**src/rtl/bin2bcd_pkg.sv**
```systemverilog
// Shared definitions for the sequential binary-to-BCD converter:
// FSM encoding, nibble width and the double-dabble add-3 threshold.
package bin2bcd_pkg;

    typedef enum logic {
        IDLE  = 1'b0,
        SHIFT = 1'b1
    } state_t;

    localparam int             NIB_W       = 4;
    localparam logic [NIB_W-1:0] ADD3_THRESH = 4'd5;

endpackage

```
**src/rtl/bcd_nibble_adj.sv**
```systemverilog
// Combinational double-dabble correction for one BCD nibble: add 3 when >= 5.
module bcd_nibble_adj
    import bin2bcd_pkg::*;
(
    input  logic [NIB_W-1:0] din,
    output logic [NIB_W-1:0] dout
);

    // Input is always <= 9, so the 4-bit sum never wraps.
    assign dout = (din >= ADD3_THRESH) ? din + NIB_W'(3) : din;

endmodule

```
**src/rtl/bin2bcd_seq.sv**
```systemverilog
// Sequential binary-to-BCD converter, one shift-add-3 step per clock.
// Optional leading-zero blanking is enabled by defining BIN2BCD_BLANK_EN.
module bin2bcd_seq
    import bin2bcd_pkg::*;
#(
    parameter int BIN_W  = 12,
    parameter int DIGITS = 4
) (
    input  logic                      clk,
    input  logic                      rst_n,
    input  logic                      start,
    input  logic [BIN_W-1:0]          bin,
    output logic                      busy,
    output logic                      done,
    output logic [NIB_W*DIGITS-1:0]   bcd,
    output logic                      overflow,
    output logic [DIGITS-1:0]         blank
);

    localparam int BCD_W = NIB_W * DIGITS;
    localparam int SR_W  = BCD_W + BIN_W;
    localparam int CNT_W = $clog2(BIN_W + 1);

    state_t             state, state_next;
    logic [SR_W-1:0]    sr, sr_next, sr_adj, sr_shift;
    logic [CNT_W-1:0]   cnt, cnt_next;
    logic               ovf_acc, ovf_acc_next, ovf_final;
    logic               finish;
    logic [BCD_W-1:0]   bcd_field;

    // Binary part passes through; each BCD nibble gets its add-3 correction.
    assign sr_adj[BIN_W-1:0] = sr[BIN_W-1:0];

    for (genvar g = 0; g < DIGITS; g++) begin : g_adj
        bcd_nibble_adj u_adj (
            .din  (sr[BIN_W + NIB_W*g +: NIB_W]),
            .dout (sr_adj[BIN_W + NIB_W*g +: NIB_W])
        );
    end

    assign sr_shift  = {sr_adj[SR_W-2:0], 1'b0};
    assign ovf_final = ovf_acc | sr_adj[SR_W-1];
    assign bcd_field = sr_shift[SR_W-1:BIN_W];
    assign busy      = (state == SHIFT);

    always_ff @(posedge clk or negedge rst_n) begin
        if (!rst_n) begin
            state   <= IDLE;
            sr      <= '0;
            cnt     <= '0;
            ovf_acc <= 1'b0;
        end else begin
            state   <= state_next;
            sr      <= sr_next;
            cnt     <= cnt_next;
            ovf_acc <= ovf_acc_next;
        end
    end

    always_comb begin
        state_next   = state;
        sr_next      = sr;
        cnt_next     = cnt;
        ovf_acc_next = ovf_acc;
        finish       = 1'b0;
        case (state)
            IDLE: begin
                if (start) begin
                    sr_next      = {{BCD_W{1'b0}}, bin};
                    cnt_next     = CNT_W'(BIN_W);
                    ovf_acc_next = 1'b0;
                    state_next   = SHIFT;
                end
            end
            SHIFT: begin
                sr_next      = sr_shift;
                ovf_acc_next = ovf_final;
                cnt_next     = cnt - CNT_W'(1);
                if (cnt == CNT_W'(1)) begin
                    finish     = 1'b1;
                    state_next = IDLE;
                end
            end
            default: state_next = IDLE;
        endcase
    end

    // Results update together, only on the final iteration.
    always_ff @(posedge clk or negedge rst_n) begin
        if (!rst_n) begin
            done     <= 1'b0;
            bcd      <= '0;
            overflow <= 1'b0;
        end else begin
            done <= finish;
            if (finish) begin
                bcd      <= bcd_field;
                overflow <= ovf_final;
            end
        end
    end

`ifdef BIN2BCD_BLANK_EN
    logic [DIGITS-1:0] mask;
    logic              higher_zero;

    // Digit 0 is never blanked so a zero value still shows "0".
    always_comb begin
        mask        = '0;
        higher_zero = 1'b1;
        for (int i = DIGITS - 1; i >= 1; i--) begin
            higher_zero = higher_zero & (bcd_field[i*NIB_W +: NIB_W] == '0);
            mask[i]     = higher_zero & ~ovf_final;
        end
    end

    always_ff @(posedge clk or negedge rst_n) begin
        if (!rst_n) begin
            blank <= '0;
        end else if (finish) begin
            blank <= mask;
        end
    end
`else
    assign blank = '0;
`endif

endmodule

```
**config.mk**
```make
export PLATFORM = sky130hd
export DESIGN_NAME = bin2bcd_seq
export DESIGN_NICKNAME = d
export VERILOG_FILES = /design/src/rtl/bin2bcd_pkg.sv /design/src/rtl/bcd_nibble_adj.sv /design/src/rtl/bin2bcd_seq.sv
export SDC_FILE = /design/constraint.sdc
export NUM_CORES = 1
export LEC_CHECK = 0
export BUFFER_PORTS_ARGS = -buffer_cell sky130_fd_sc_hd__clkbuf_2
export CORE_MARGIN = 2
export CORE_UTILIZATION = 52
export DETAILED_ROUTE_END_ITERATION = 8
export PLACE_DENSITY = 0.74
export SLEW_MARGIN = 5
export SYNTH_ARGS = -nofsm -noshare
export SYNTH_HDL_FRONTEND = slang
export SYNTH_HIERARCHICAL = 1
export SYNTH_SLANG_ARGS = --single-unit
```
**constraint.sdc**
```tcl
create_clock -name clk -period 1.9 [get_ports clk]
set_input_delay 0.475 -clock clk [delete_from_list [all_inputs] [get_ports clk]]
set_output_delay 0.475 -clock clk [all_outputs]
set_load 0.1 [all_outputs]
```
## After elaboration in Yosys (flattened, before gate mapping)

Index checks and enable logic that the tools add are counted.

| cells by class | value |
|---|---|
| order comparisons | 4 |
| equal/unequal tests | 2 |
| bitwise logic cells | 2 |
| multiplexer cells | 15 |
| add/subtract/negate cells | 5 |

Operator list:

| cell | number |
|---|---|
| case mux 28 bit (2 select lines) | 1 |
| 2-to-1 mux 28 bit | 1 |
| 2-to-1 mux 4 bit | 5 |
| adder 4 x 2 -> 4 bit, second input constant | 4 |
| greater-or-equal comparator 4 x 3 -> 1 bit, second input constant | 4 |
| case mux 4 bit (2 select lines) | 1 |
| 2-to-1 mux 1 bit | 5 |
| equality test 4 x 1 -> 1 bit, second input constant | 1 |
| case mux 1 bit (2 select lines) | 2 |
| subtractor 4 x 1 -> 4 bit, second input constant | 1 |
| != test 2 bit, second input constant | 1 |
| NOT 1 bit | 1 |
| bitwise OR 1 bit | 1 |

| word-level totals | value |
|---|---|
| input bits | 15 |
| bits in registers | 52 |

## Longest topological paths before layout

| logic depth | value |
|---|---|
| word-level depth | 4 |
| gate-level depth with buffers | 7 |
| mapped depth without buffers | 7 |

## Modules after synthesis

Netlist, hierarchy kept.

By module, submodules not included:

| module | sequential area each (um^2) | cells an instance | area an instance (um^2) | times used |
|---|---|---|---|---|
| bin2bcd_seq | 1301.2 | 157 | 2124.5 | 1 |
| bcd_nibble_adj | 0.0 | 16 | 101.3 | 4 |

## Worst setup path after synthesis

OpenSTA, ideal clock, no wires.

| timing path | value |
|---|---|
| path kind | reg2reg |
| start | register state (netlist: busy) |
| end | register bcd[10] |
| path buffers | 2 |
| clock period less this slack | 1950 ps |
| data arrival time | 1823 ps |
| cell stages (with the launch flop) | 5 |
| path slack | -50 ps |
| cell sequence | dfrtp_1 > and4bb_1 > buf_6 > buf_12 > mux2_4 |

| between the ends | value |
|---|---|
| longest elaborated chain between the ends | 1 |

RTL lines:

| what | line | source |
|---|---|---|
| from (decl) | bin2bcd_seq.sv:24 | `state_t state, state_next;` |
| from (signal assigned) | bin2bcd_seq.sv:53 | `state <= state_next;` |
| 2-to-1 mux 1 bit | bin2bcd_seq.sv:66 | `case (state)` |
| net finish | bin2bcd_seq.sv:28 | `logic finish;` |
| to (signal assigned) | bin2bcd_seq.sv:97 | `bcd <= bcd_field;` |
| to (decl) | bin2bcd_seq.sv:15 | `output logic [NIB_W*DIGITS-1:0] bcd,` |

The timed path passes the listed nets, and every way through them passes these cells.
A chain may end at the register's enable or synchronous reset.

## Final worst setup path

| timing path | value |
|---|---|
| start | register bcd[12] |
| end | output port bcd[12] |

No word-level cell between the ends.

==> impl_metrics.json <==
{
  "synth_seq_cells": 52,
  "drc": 0,
  "antenna_found_initial": 0,
  "drt_wl_total_microns": 4450,
  "cts-root-buf": "clkbuf_8",
  "postRouteAntennaNets": 0,
  "setup_tns_ns": 0,
  "grt_pass1_wl_microns": 7640,
  "synth_compound_area_share_pct": 12.1,
  "cts_buffers": 5,
  "cts_tree": "yes",
  "post_synth_fa_ha_maj_area_fraction_pct": 4.95,
  "synthMuxAreaShare_pct": 15.3,
  "crit_buf_inv": 1,
  "max_clock_freq_mhz": 611,
  "ctsHoldBuffers": 0,
  "cp_max_fo": 2,
  "busiest_layer": "met2",
  "worstReg2RegEnd": "bcd[6]$_DFFE_PN0P_",
  "grtUsageMet3_pct": 3.98,
  "wl_per_cell_microns": 14.3,
  "slew_headroom_pct": 63.2,
  "drive_gt1_share_pct": 27.5,
  "cts_setup_buffers": 0,
  "ios": 38,
  "crit_cells": 1,
  "grt_use_met2_pct": 28.9,
  "final_common_cell": "dfrtp_1",
  "via_per_inst": 5.32,
  "drv_slew": 0,
  "start_kind": "register",
  "synth_cell_types": 28,
  "cp_top_family": "buffers and inverters",
  "synthSimpleGateAreaFrac_pct": 8.70,
  "synthCells": 221,
  "crit_required_ns": 1.42,
  "post-route-min-period_ns": 1.64,
  "tightest_slew_ns": 0.554,
  "synth_top_family_by_area": "multiplexers",
  "reg2reg_slack_ns": 0.32,
  "syn_area_sq_mm": 0.00253,
  "gp_congestion": 0.755,
  "grt_max_degree": 33,
  "fillCellCount": 404,
  "cp_data_arrival_time_ns": 1.16,
  "fp.dieArea_sq_mm": 0.00544,
  "io_buffers": 33,
  "via_count": 1661,
  "hold_viol": 0,
  "setup_viol": 0,
  "rr_startpoint": "cnt[1]$_DFFE_PN0P_",
  "cts_htree_levels": 2,
  "start_util_pct": 53.9,
  "grt_usage_pct": 18.5,
  "cp-endpoint": "bcd[12]",
  "area_growth_syn_to_layout_pct": 13.7,
  "synth.yosys.seq_area_share_pct": 51.4,
  "placeableCoreArea_sq_mm": 0.00469,
  "critPathMaxStageDelay_ns": 0.47,
  "post-route-period-util_pct": 86.1,
  "num_antenna_cells": 0,
  "clock_latency_ns": 0.30,
  "chipHeight_microns": 73.8,
  "nets": 282,
  "rr_worst_depth": 5,
  "cts.path.max_buffers": 2,
  "status": "finished, final reports clean",
  "grt-ovfl-total": 0,
  "hpwlAfterDp_microns": 3170,
  "synth_warnings": 6,
  "grt_pass1_vias": 1652,
  "maxCapViolations": 0,
  "hold_path_class": "input port to asynchronous set/reset pin",
  "die_w_microns": 73.8,
  "finalClockSkew_ns": 0.00774,
  "clkTransAtPathRegs_ns": 0.09,
  "most-common-layout-cells": "dfrtp_1, clkbuf_2, nand2_1",
  "synth_xor_area_share_pct": 1.73,
  "drtPass1Iterations": 2,
  "worstPathCellList": "clkbuf_2",
  "rsz0062_at_grt": "no",
  "drt_iter0_drc": 59,
  "path_class": "register to primary output",
  "syn_avg_cell_area_sq_um": 11.4,
  "cts_resized": 0,
  "num_rows": 25,
  "cts_sinks": 52,
  "endpoint_kind": "primary output",
  "crit_start": "bcd[12]$_DFFE_PN0P_",
  "cp_slowest_cell": "clkbuf_2",
  "met1_usage_pct": 24.8
}
==> registers in the layout, indices dropped and copies added, names as in the netlist <==
signal,count
ovf_acc,1
overflow,1
cnt,4
bcd,16
busy,1
sr,28
done,1
==> stage by stage <==
step | utilization (%) | instance area, sq um | hold WS (ns) | setup slack (ns) | std cells
6_report | 61.3 | 2880 | 0.130 | 0.265 | 312
5_1_grt | 61.3 | 2880 | 0.148 | 0.222 | 312
2_1_floorplan | - | 2540 | 0.179 | 0.250 | 224
3_5_place_dp | 59.3 | 2780 | 0.467 | 0.339 | 304
3_3_place_gp | 59.3 | 2780 | 0.469 | 0.412 | 304
4_1_cts | 61.3 | 2880 | 0.130 | 0.255 | 312
==> routing by layer <==
metal,part of all wire (%),vias to the layer above
li1,-,823
met1,48,801
met2,46,30
met3,3.3,7
met4,2.1,0
met5,0,-
==> how the worst min path moves through the flow <==
stage / startpoint / endpoint / cells past startpoint
global placement: rst_n / sr[27]$_DFFE_PN0P_ / 1
global route: rst_n / sr[27]$_DFFE_PN0P_ / 1
detailed placement: rst_n / sr[27]$_DFFE_PN0P_ / 1
finish: rst_n / sr[27]$_DFFE_PN0P_ / 1
floorplan: rst_n / bcd[0]$_DFFE_PN0P_ / 0
CTS: rst_n / sr[27]$_DFFE_PN0P_ / 1
==> cells by family after synthesis <==
| family | after synthesis |
|---|---|
| fa+ha+maj | 10 |
| flops | 52 |
| xor+xnor | 5 |
| other cells | 1 |
| mux | 34 |
| simple gates | 48 |
| compound gates | 45 |
| buf+inv | 26 |
==> synthesized netlist by cell type (all sizes together) <==
library cell  instances  area, sq um
dfrtp                52         1300
nand2                27          101
o21ai                21          105
mux2                 17          218
mux2i                17          170
a22o                 16          140
inv                  12         45.0
buf                  11         85.1
ha                   10          125
nand2b                9         56.3
nor2                  8         32.5
a21oi                 5         40.0
xnor2                 5         43.8
clkbuf                3         11.3
nor3                  2         10.0
o31ai                 2         15.0
a31oi                 1         6.26
and4bb                1         12.5
conb                  1         3.75
or4                   1         7.51
==> final cells by class <==
class	instances	area [sq um]	area share [%]
tap	54	67.6	2.35
timing repair buffer	40	270	9.40
clock buffer	6	82.6	2.87
inverter	12	45.0	1.57
sequential	52	1300	45.3
multi-input combinational	146	1100	38.2
clock inverter	2	10.0	0.348
Power is not shown: default switching activity piles up to over one toggle a cycle in this logic, so the estimate is an artifact.
